==> src/rtl/rv_pkg.sv <==
// Shared types and constants for the register-file writeback path.
package rv_pkg;

    localparam int XLEN       = 32;
    localparam int REG_ADDR_W = 5;

    // Which requester owns a writeback.
    typedef enum logic {
        WB_SRC_A = 1'b0,
        WB_SRC_B = 1'b1
    } wb_src_e;

    // One writeback request as presented by a requester.
    typedef struct packed {
        logic                  valid;
        logic [REG_ADDR_W-1:0] rd;
        logic [XLEN-1:0]       wd;
    } wb_req_t;

endpackage

==> src/rtl/rf_wb_arbiter_rr_arb2.sv <==
// Two-requester round-robin arbiter. On contention the requester that was
// not granted last time wins; the last-grant pointer moves only on a grant.
module rr_arb2
    import rv_pkg::*;
(
    input  logic    clk,
    input  logic    rst_n,
    input  logic    i_req_a,
    input  logic    i_req_b,
    output logic    o_gnt_a,
    output logic    o_gnt_b,
    output wb_src_e o_src
);

    wb_src_e r_last;
    logic    w_gnt_a;
    logic    w_gnt_b;

    // Grant decode: a lone requester always wins, contention uses the pointer.
    // NOTE: every signal written here gets a default first so no latch is inferred.
    always_comb begin
        w_gnt_a = 1'b0;
        w_gnt_b = 1'b0;
        if (i_req_a && i_req_b) begin
            w_gnt_a = (r_last == WB_SRC_B);
            w_gnt_b = (r_last == WB_SRC_A);
        end else begin
            w_gnt_a = i_req_a;
            w_gnt_b = i_req_b;
        end
    end

    // Last-grant pointer, starts at A.
    // NOTE: sequential state uses non-blocking assignments so all flops update together.
    always_ff @(posedge clk or negedge rst_n) begin
        if (!rst_n) begin
            r_last <= WB_SRC_A;
        end else if (w_gnt_a || w_gnt_b) begin
            r_last <= w_gnt_b ? WB_SRC_B : WB_SRC_A;
        end
    end

    assign o_gnt_a = w_gnt_a;
    assign o_gnt_b = w_gnt_b;
    assign o_src   = w_gnt_b ? WB_SRC_B : WB_SRC_A;

endmodule

==> src/rtl/rf_wb_arbiter.sv <==
// Register-file write-port arbiter between the core (A) and MUL/DIV (B),
// with a one-cycle registered write stage and a busy scoreboard for
// outstanding MUL/DIV destinations.
// Optional macro RF_WB_BYPASS_EN: exposes the in-flight write as a bypass
// and drops the stall for a register whose busy bit clears this cycle.
module rf_wb_arbiter #(
    parameter int XLEN = 32,
    parameter int NREG = 32
) (
    input  logic            clk,
    input  logic            rst_n,
    input  logic            a_valid,
    input  logic [4:0]      a_rd,
    input  logic [XLEN-1:0] a_wd,
    output logic            a_ready,
    input  logic            b_valid,
    input  logic [4:0]      b_rd,
    input  logic [XLEN-1:0] b_wd,
    output logic            b_ready,
    input  logic            iss_valid,
    input  logic [4:0]      iss_rd,
    output logic            iss_ready,
    input  logic [4:0]      rs1,
    input  logic [4:0]      rs2,
    output logic            hazard,
    output logic            reg_write,
    output logic [4:0]      rd,
    output logic [XLEN-1:0] wd,
    output logic            fwd1_hit,
    output logic            fwd2_hit,
    output logic [XLEN-1:0] fwd_val
);

    import rv_pkg::wb_req_t;
    import rv_pkg::wb_src_e;
    import rv_pkg::WB_SRC_B;
    import rv_pkg::WB_SRC_A;

    wb_req_t         w_req_a;
    wb_req_t         w_req_b;
    wb_req_t         w_sel;
    wb_src_e         w_src;
    logic            w_gnt_a;
    logic            w_gnt_b;
    logic            w_hs;
    logic [NREG-1:0] w_set_mask;
    logic [NREG-1:0] w_clr_mask;
    logic [NREG-1:0] w_busy_eff;

    logic            r_reg_write;
    logic [4:0]      r_rd;
    logic [XLEN-1:0] r_wd;
    wb_src_e         r_src;
    logic [NREG-1:0] r_busy;

    assign w_req_a = '{valid: a_valid, rd: a_rd, wd: a_wd};
    assign w_req_b = '{valid: b_valid, rd: b_rd, wd: b_wd};

    rr_arb2 u_arb (
        .clk     (clk),
        .rst_n   (rst_n),
        .i_req_a (w_req_a.valid),
        .i_req_b (w_req_b.valid),
        .o_gnt_a (w_gnt_a),
        .o_gnt_b (w_gnt_b),
        .o_src   (w_src)
    );

    assign w_hs  = w_gnt_a | w_gnt_b;
    assign w_sel = (w_src == WB_SRC_B) ? w_req_b : w_req_a;

    // Write stage: capture the granted request; x0 completes but never writes.
    always_ff @(posedge clk or negedge rst_n) begin
        if (!rst_n) begin
            r_reg_write <= 1'b0;
            r_rd        <= '0;
            r_wd        <= '0;
            r_src       <= WB_SRC_A;
        end else begin
            r_reg_write <= w_hs && (w_sel.rd != '0);
            if (w_hs) begin
                r_rd  <= w_sel.rd;
                r_wd  <= w_sel.wd;
                r_src <= w_src;
            end
        end
    end

    // Scoreboard set on accepted issue, clear when a B write commits.
    always_comb begin
        w_set_mask = '0;
        w_clr_mask = '0;
        if (iss_valid && iss_ready && (iss_rd != '0)) begin
            w_set_mask[iss_rd] = 1'b1;
        end
        if (r_reg_write && (r_src == WB_SRC_B)) begin
            w_clr_mask[r_rd] = 1'b1;
        end
    end

    // Busy bits; set and clear of different registers apply together.
    // NOTE: the scoreboard is a flop vector rather than a RAM, so it is reset.
    always_ff @(posedge clk or negedge rst_n) begin
        if (!rst_n) begin
            r_busy <= '0;
        end else begin
            r_busy <= (r_busy & ~w_clr_mask) | w_set_mask;
        end
    end

    assign iss_ready = ~r_busy[iss_rd];

`ifdef RF_WB_BYPASS_EN
    assign w_busy_eff = r_busy & ~w_clr_mask;
    assign fwd1_hit   = r_reg_write && (r_rd != '0) && (r_rd == rs1);
    assign fwd2_hit   = r_reg_write && (r_rd != '0) && (r_rd == rs2);
    assign fwd_val    = r_wd;
`else
    assign w_busy_eff = r_busy;
    assign fwd1_hit   = 1'b0;
    assign fwd2_hit   = 1'b0;
    assign fwd_val    = '0;
`endif

    assign hazard    = w_busy_eff[rs1] | w_busy_eff[rs2];
    assign a_ready   = w_gnt_a;
    assign b_ready   = w_gnt_b;
    assign reg_write = r_reg_write;
    assign rd        = r_rd;
    assign wd        = r_wd;

endmodule

==> config.mk <==
export PLATFORM = sky130hd
export DESIGN_NAME = rf_wb_arbiter
export DESIGN_NICKNAME = d
export VERILOG_FILES = /design/src/rtl/rv_pkg.sv /design/src/rtl/rf_wb_arbiter_rr_arb2.sv /design/src/rtl/rf_wb_arbiter.sv
export SDC_FILE = /design/constraint.sdc
export NUM_CORES = 1
export LEC_CHECK = 0
export CAP_MARGIN = 20
export CORE_MARGIN = 4
export CORE_UTILIZATION = 48
export DETAILED_ROUTE_END_ITERATION = 8
export PLACE_DENSITY = 0.86
export SLEW_MARGIN = 10
export SYNTH_ARGS = -nofsm -noshare
export SYNTH_HDL_FRONTEND = slang
export SYNTH_SLANG_ARGS = --single-unit
export TNS_END_PERCENT = 10
==> constraint.sdc <==
create_clock -name clk -period 4.18 [get_ports clk]
set_clock_uncertainty 0.05 [all_clocks]
set_input_delay 0.418 -clock clk [delete_from_list [all_inputs] [get_ports clk]]
set_output_delay 0.418 -clock clk [all_outputs]
set_load 0.03 [all_outputs]
# [After elaboration in Yosys (flattened, before gate mapping)]
# Index checks and enable logic that the tools add are counted.
[word_totals] out_inout_bits=76 elab_cells=45 register_bits=72 in_bits=94
[classes] magnitude_cmp=6 n_mux=16 bitwise=7 reduce_logical=10
[ops] cell="$mux 32" count=2
[ops] cell="$mux 37" count=1
[ops] cell="$and 32x32->32" count=1
[ops] cell="$not 32->32" count=1
[ops] cell="$or 32x32->32" count=1
[ops] cell="$lt 5x6->1 const B" count=4
[ops] cell="$bmux 1 s5" count=3
[ops] cell="$demux 1 s5" count=2
[ops] cell="$ge 5x1->1 const B" count=2
[ops] cell="$reduce_bool 5->1" count=2
[ops] cell="$mux 1" count=8
[ops] cell="$logic_and 1x1->1" count=7
[ops] cell="$not 1->1" count=2
[ops] cell="$or 1x1->1" count=2
[ops] cell="$logic_or 1x1->1" count=1

# [Depth between registers and ports, before layout]
# Gate-level depths: netlist of run 1.
[logic_depth] ltp_word=8 ltp_mapped=8 mapped_depth_nobuf=5

# [By module]
# A second synthesis of run 1 with hierarchy kept.
[hier_totals] hier_cells=434 area_unflattened_um2=4374.2
[by_module_without_submodules] mod="rf_wb_arbiter" cells_each=427 instances=1 area_per_inst_um2=4314.1 seq_area_each_um2=1776.7
[by_module_without_submodules] mod="rr_arb2" cells_each=7 instances=1 area_per_inst_um2=60.1 seq_area_each_um2=25.0

# [Least setup slack after synthesis of run 1]
# Ideal clock, no wire load.
[synth_path] path_type="input -> output" start="input port iss_rd[0]" end="output port iss_ready" path_buffers=3 cell_stages=8 required_time_ns=3.712 setup_slack_ns=1.452 arrival_time_ns=2.260 path_cell_list="buf_6 mux4_2 clkinv_1 o22ai_1 or3_1 buf_6 buf_6 a21oi_1"
[synth_between] elab_chain_len=3
[synth_rtl] item="start: declaration" line="rf_wb_arbiter.sv:21" text="input logic [4:0] iss_rd,"
[synth_rtl] item="$bmux 1 s5" line="rf_wb_arbiter.sv:111" text="assign iss_ready = ~r_busy[iss_rd];"
[synth_rtl] item="$mux 1 (implied by the code)" line="rf_wb_arbiter.sv:111"
[synth_rtl] item="$not 1->1" line="rf_wb_arbiter.sv:111"
[synth_rtl] item="end: declaration" line="rf_wb_arbiter.sv:22" text="output logic iss_ready,"
# Every way passes these cells. The select of a mux whose other input is x is not followed.

# [Worst setup path in the final report of run 1]
# Ends and elaborated chain as after synthesis.

==> reports/results.md, run 1 <==
| Quantity | Reported |
| --- | --- |
| Maximum cell stage delay along the critical path | 0.85 ns |
| Average size of a mapped cell | 10.5 um2 |
| Routability cong. | 0.910 |
| Per-cell routed wire length | 20.6 um |
| Total of warnings raised by yosys | 0 |
| Core footprint | 9200 um2 |
| Largest vdd supply drop | 0.000243 V |
| Worst hold path type | in2async |
| Cell family contributing the most delay on the critical path | buffers and inverters |
| Cell breakdown of the critical path | clkdlybuf4s50_1 -> mux4_1 -> inv_1 -> o22ai_1 -> or3_1 -> a21oi_1 -> clkdlybuf4s50_1 |
| Max layer used | met4 |
| Worst setup path class | in2out |
| Slew at the pin closest to its max-slew limit | 0.935 ns |
| Max-Slew Margin vs Limit | 0.376 |
| Port Buf Inserts | 135 |
| First-pass GRT wire length | 22200 um |
| Number of library cell types mapped by synthesis | 38 |
| Netlist area before placement | 4500 um2 |
| CTS tree | yes |
| Via count of the first global-routing pass | 4228 |
| Number of vias in the routed layout | 4066 |
| M1 wire length | 5270 um |
| Share of the clock period used by the worst path | 0.906 |
| Number of remaining DRC errors | 0 |
| Met2 layer wire length in the routed design | 6410 um |
| TritonCTS buffer count | 9 |
| Maximum buffer depth of the clock tree | 2 |
| Count of cells resized by post-cts repair | 0 |
| Number of routed nets with antenna violations | 0 |
| Most prevalent standard cell on the critical path | sky130_fd_sc_hd__clkdlybuf4s50_1 |
| Count of maximum capacitance violations | 0 |
| Number of sinks handled by clock tree synthesis | 71 |
| Quantity of hold-fixing buffers added after cts | 0 |
| Worst EP arrival | 3.32 ns |
| Die Footprint | 11000 um2 |
| Via-to-Cell Ratio | 6.12 |
| Wire length reported by the detailed router | 13700 um |
| Final-report setup violation count | 0 |
| Most common flop cell mapped by yosys | sky130_fd_sc_hd__dfrtp_1 |
| Number of standard cells after synthesis | 428 |
| Startpoint Class | primary input |
| Cell area power density | 476 nW/um2 |
| Pin count of the biggest net entering global routing | 44 |
| Maximum achievable frequency | 0.264 GHz |
| Status | finished clean |
| Sequential element share of the synthesized area | 0.394 |
| Post-DP HPWL | 10200 um |
| Detailed-router iteration count before antenna repair | 5 |
| Buffering stage count on the worst path with inverters included | 3 |
| Final Net Count | 642 |
| Number of enable-type register cells in the synthesized netlist | 0 |
| Total Neg Setup Slack | 0 ns |
| DR WL met3 | 1450 um |
| Post-synthesis sequential element count | 71 |
| Min cycle time layout | 3.79 ns |
| Non-filler instance count after layout | 664 |
| Crit path max-delay cell type | sky130_fd_sc_hd__clkdlybuf4s50_1 |
| Chip width | 105 um |
| Number of levels in the clock H-tree | 3 |
| Violation count after the first detailed-route iteration | 328 |
| Number of antenna violations at the first check in global routing | 0 |
| Master cell of the clock root buffer | sky130_fd_sc_hd__clkbuf_8 |
| Static Leakage | 2.45 nW |
| Effective utilization at floorplan | 0.490 |
| Leftover overflow at the end of global routing | 0 |
| Maximum fanout count along the critical path | 12 |
| Total count of hold-check failures in the final report | 0 |
| Ratio of cells with drive above 1 in the final layout | 0.141 |
| Endpoint type of the worst setup path | primary output |
| Clock-pin slew on the worst setup and hold paths | 0.08 ns |
| # diodes | 0 |
| Area growth, synth to finish | 33.2% |
| Worst Path Required | 3.71 ns |
| GR Util All Layers | 0.252 |
| # placed instances | 648 |
| Std-Cell Rows | 35 |
| I/O pin count | 170 |
| Postcts setup bufs | 0 |
| Die Span Y | 105 um |
| Setup repair after global routing missed its margin | false |
| Count of pins over their slew limit | 0 |
| Proportion of register bits with asynchronous set or reset after synthesis | 1.00 |
| Later-pin clock latency in the skew report | 0.35 ns |
## cells in the mapped netlist, types with 5 or more instances
cell	instances	area (um2)
sky130_fd_sc_hd__dfrtp_1	71	1780
sky130_fd_sc_hd__mux2i_1	52	521
sky130_fd_sc_hd__nand2_1	41	154
sky130_fd_sc_hd__o21ai_0	39	195
sky130_fd_sc_hd__buf_4	34	255
sky130_fd_sc_hd__o221a_2	32	360
sky130_fd_sc_hd__clkbuf_1	23	86.3
sky130_fd_sc_hd__o31ai_1	23	173
sky130_fd_sc_hd__mux4_2	13	293
sky130_fd_sc_hd__nor2_1	11	41.3
sky130_fd_sc_hd__inv_1	9	33.8
sky130_fd_sc_hd__nand3b_1	9	67.6
sky130_fd_sc_hd__a21oi_1	6	30.0
sky130_fd_sc_hd__a221oi_1	6	52.6
sky130_fd_sc_hd__nand3_1	5	25.0
sky130_fd_sc_hd__nor2b_1	5	31.3
## placed cells by master, fill, tap and decap left out, drive strengths merged, types with 6 or more instances in the layout
| master | Yosys | layout |
|---|---|---|
| nand2 | 41 | 41 |
| o221a | 32 | 32 |
| a221oi | 6 | 6 |
| inv | 9 | 9 |
| o21ai | 40 | 40 |
| buf | 43 | 9 |
| a21oi | 6 | 6 |
| clkbuf | 23 | 10 |
| clkdlybuf4s50 | 0 | 133 |
| nor2 | 11 | 11 |
| nand3b | 9 | 9 |
| mux2i | 52 | 52 |
| conb | 1 | 34 |
| mux4 | 15 | 15 |
| o31ai | 24 | 24 |
| dfrtp | 71 | 71 |
## routing by layer
layer / track usage / up-vias
met4: 0.132 / 0
met3: 0.0642 / 43
li1: - / 1812
met1: 0.317 / 1930
met5: 0 / -
met2: 0.402 / 281
## report_power, final
group	internal (mW)	total [mW]	leakage, nW	switching [mW]
Sequential	0.883	1.13	0.793	0.245
Clock	0.411	0.674	0.122	0.263
Combinational	0.514	1.05	1.54	0.536
Total	1.81	2.85	2.45	1.04
## flip-flops by register name, indices dropped and copies added, names as in the netlist
register / cells
wd: 32
reg_write: 1
r_busy: 32
r_src: 1
rd: 5
## per-stage QoR
stage                util  power (mW)  cell area [um2]  worst slack [ns]  hold slack [ns]
floorplan               -        1.76             4630              1.45           0.0724
global placement    0.626        2.14             5750             0.453            0.495
detailed placement  0.626        2.17             5750             0.389            0.487
CTS                 0.652        2.85             6000             0.382            0.176
global route        0.652        2.99             6000             0.235            0.237
finish              0.652        2.85             6000             0.391            0.159
## logic make-up after synthesis
group,after synthesis,synth area share
buffers and inverters,77,0.0997
other,1,0.000833
flip-flops,71,0.394
AO/OA/AOI/OAI,124,0.211
multiplexers,70,0.200
AND/OR/NAND/NOR,85,0.0944
## area by class of cell
type | count | area, um2
fill | 711 | 3200
multi-input combinational | 313 | 2400
sequential | 71 | 1780
timing repair buffer | 142 | 1390
tap | 111 | 139
clock buffer | 10 | 138
clock inverter | 6 | 108
inverter | 11 | 41.3
## worst paths after layout
path,endpoint,startpoint,slack (ns),cells after the start
setup / recovery,iss_ready,iss_rd[0],0.39,7
hold / removal,wd[27],rst_n,0.16,1
setup reg to reg,r_busy[17],r_busy[5],1.97,6
hold reg to reg,r_busy[0],r_busy[0],0.51,1
max in group asynchronous,wd[13],rst_n,2.96,2
min in group clk,r_busy[0],r_busy[0],0.51,1
(Power assumes the default switching activity.)
==> run 2: changes to the inputs <==
--- a/config.mk
+++ b/config.mk
@@ -7,9 +7,9 @@
 export LEC_CHECK = 0
 export CAP_MARGIN = 20
 export CORE_MARGIN = 4
-export CORE_UTILIZATION = 48
+export CORE_UTILIZATION = 36
 export DETAILED_ROUTE_END_ITERATION = 8
-export PLACE_DENSITY = 0.86
+export PLACE_DENSITY = 0.67
 export SLEW_MARGIN = 10
 export SYNTH_ARGS = -nofsm -noshare
 export SYNTH_HDL_FRONTEND = slang
==> run 2 against run 1 <==
Net effect: combinational power hardly changed; global-route usage is 5.8 points lower; total power is 0.15% higher; sequential power hardly changed; non-clock buffer count stayed put; largest cell class unchanged; count of clock-buffer cells in the layout is 4 higher.
==> reports/results.md, run 2 (synthesis results as in run 1) <==
| Quantity | Reported |
| --- | --- |
| Later-pin clock latency in the skew report | 0.33 ns |
| Cell family contributing the most delay on the critical path | buffers and inverters |
| Number of levels in the clock H-tree | 3 |
| Maximum fanout count along the critical path | 12 |
| Setup repair after global routing missed its margin | false |
| Share of the clock period used by the worst path | 0.890 |
| Port Buf Inserts | 135 |
| Static Leakage | 2.46 nW |
| Startpoint Class | primary input |
| Final-report setup violation count | 0 |
| Die Footprint | 14400 um2 |
| Slew at the pin closest to its max-slew limit | 0.740 ns |
| Chip width | 120 um |
| Min cycle time layout | 3.72 ns |
| FF-to-FF End | r_busy[15] |
| Reg-to-reg slack, setup | 2.02 ns |
| Worst setup path class | in2out |
| Maximum achievable frequency | 0.269 GHz |
| Largest vdd supply drop | 0.000221 V |
| Via count of the first global-routing pass | 4178 |
| Per-cell routed wire length | 19.2 um |
| Routability cong. | 0.916 |
| Cell area power density | 470 nW/um2 |
| GR Util All Layers | 0.195 |
| M1 wire length | 5710 um |
| Seq. cell area | 1780 um2 |
| Number of vias in the routed layout | 3969 |
| Core footprint | 12100 um2 |
| FF-to-FF path depth | 6 |
| Via-to-Cell Ratio | 5.51 |
| Max layer used | met4 |
| Worst EP arrival | 3.25 ns |
| TritonCTS buffer count | 9 |
| Post-DP HPWL | 10300 um |
| Most frequent standard cell in the layout excluding fill and tap cells | sky130_fd_sc_hd__clkdlybuf4s50_1 |
| CTS tree | yes |
| Pin count of the biggest net entering global routing | 44 |
| Critical path launch point | iss_rd[0] |
| Leftover overflow at the end of global routing | 0 |
| Postcts setup bufs | 0 |
| Number of sinks handled by clock tree synthesis | 71 |
| # diodes | 0 |
| Total count of hold-check failures in the final report | 0 |
| Number of routed nets with antenna violations | 0 |
| Quantity of hold-fixing buffers added after cts | 0 |
| Fillers | 1185 |
| Count of maximum capacitance violations | 0 |
| Cell breakdown of the critical path | clkdlybuf4s50_1 -> mux4_1 -> inv_1 -> o22ai_1 -> or3_1 -> a21oi_1 -> clkdlybuf4s50_1 |
| Maximum buffer depth of the clock tree | 2 |
| I/O pin count | 170 |
| Clock-pin slew on the worst setup and hold paths | 0.06 ns |
| Total Neg Setup Slack | 0 ns |
| Detailed-router iteration count before antenna repair | 5 |
| Endpoint type of the worst setup path | primary output |
| Status | finished clean |
| Die Span Y | 120 um |
| Violation count after the first detailed-route iteration | 265 |
| Number of remaining DRC errors | 0 |
| Maximum cell stage delay along the critical path | 0.82 ns |
| Std-Cell Rows | 40 |
| Worst Path Required | 3.71 ns |
| Most prevalent standard cell on the critical path | sky130_fd_sc_hd__clkdlybuf4s50_1 |
| Effective utilization at floorplan | 0.372 |
| Wire length reported by the detailed router | 13800 um |
| Number of antenna violations at the first check in global routing | 0 |
| Commonest cells after routing, fill and taps aside | sky130_fd_sc_hd__clkdlybuf4s50_1, sky130_fd_sc_hd__dfrtp_1, sky130_fd_sc_hd__mux2i_1 |
| Master cell of the clock root buffer | sky130_fd_sc_hd__clkbuf_16 |
| Count of pins over their slew limit | 0 |
| Worst hold path type | in2async |
| Final Net Count | 642 |
| Ratio of cells with drive above 1 in the final layout | 0.132 |
| Worst reg2reg path startpoint | r_busy[5] |
| Area growth, synth to finish | 35.1% |
| Max-Slew Margin vs Limit | 0.507 |
| Count of cells resized by post-cts repair | 0 |
| First-pass GRT wire length | 22400 um |
| DR WL met3 | 1590 um |
| Post-layout power | 2.86 mW |
| Met2 layer wire length in the routed design | 6280 um |
| Crit path max-delay cell type | sky130_fd_sc_hd__clkdlybuf4s50_1 |
| Buffering stage count on the worst path with inverters included | 3 |
| Multi-input gate area in the final layout | 2400 um2 |
[run 2: cell count changes in the layout (fill, tap and decap cells not counted), sizes merged]
cell | before | now
bufinv | 3 | 0
clkbuf | 10 | 14
clkinv | 4 | 3
clkinvlp | 1 | 0
[run 2: worst register-to-register path, cell delays in order (launching register included)]
cell	delay, ns
sky130_fd_sc_hd__dfrtp_1	0.44
sky130_fd_sc_hd__mux4_1	0.52
sky130_fd_sc_hd__inv_1	0.06
sky130_fd_sc_hd__o22ai_1	0.06
sky130_fd_sc_hd__or3_1	0.40
sky130_fd_sc_hd__buf_4	0.23
sky130_fd_sc_hd__o31ai_1	0.29
[run 2: layout make-up]
class / count / area share
multi-input combinational: 313 / 0.395
tap: 168 / 0.0346
clock inverter: 1 / 0.000823
clock buffer: 14 / 0.0418
inverter: 11 / 0.00679
timing repair buffer: 142 / 0.229
sequential: 71 / 0.292
[run 2: metal layers]
metal | vias up | global-route usage
li1 | 1817 | -
met1 | 1908 | 0.255
met2 | 221 | 0.296
met3 | 23 | 0.0688
met4 | 0 | 0.0752
met5 | - | 0
[run 2: report_power, final]
group          switching [mW]  internal (mW)  total, mW
Combinational           0.524          0.514       1.04
Sequential              0.253          0.885       1.14
Clock                   0.267          0.414      0.681
[run 2: metrics by stage]
step | cell area, um2 | utilization | worst slack (ns) | instances | hold slack [ns]
after floorplan | 4630 | - | 1.45 | 461 | 0.0724
after global placement | 5820 | 0.481 | 0.465 | 705 | 0.482
after detailed placement | 5820 | 0.481 | 0.456 | 705 | 0.489
after CTS | 6080 | 0.502 | 0.447 | 720 | 0.127
after global routing | 6080 | 0.502 | 0.307 | 720 | 0.165
final | 6080 | 0.502 | 0.459 | 720 | 0.0969
[run 2: worst max path at each step]
stage / cells after the start / end / slack (ns)
final: 7 / iss_ready / 0.46
after global routing: 7 / iss_ready / 0.31
after global placement: 7 / iss_ready / 0.47
after detailed placement: 7 / iss_ready / 0.46
after floorplan: 8 / iss_ready / 1.45
after CTS: 7 / iss_ready / 0.45
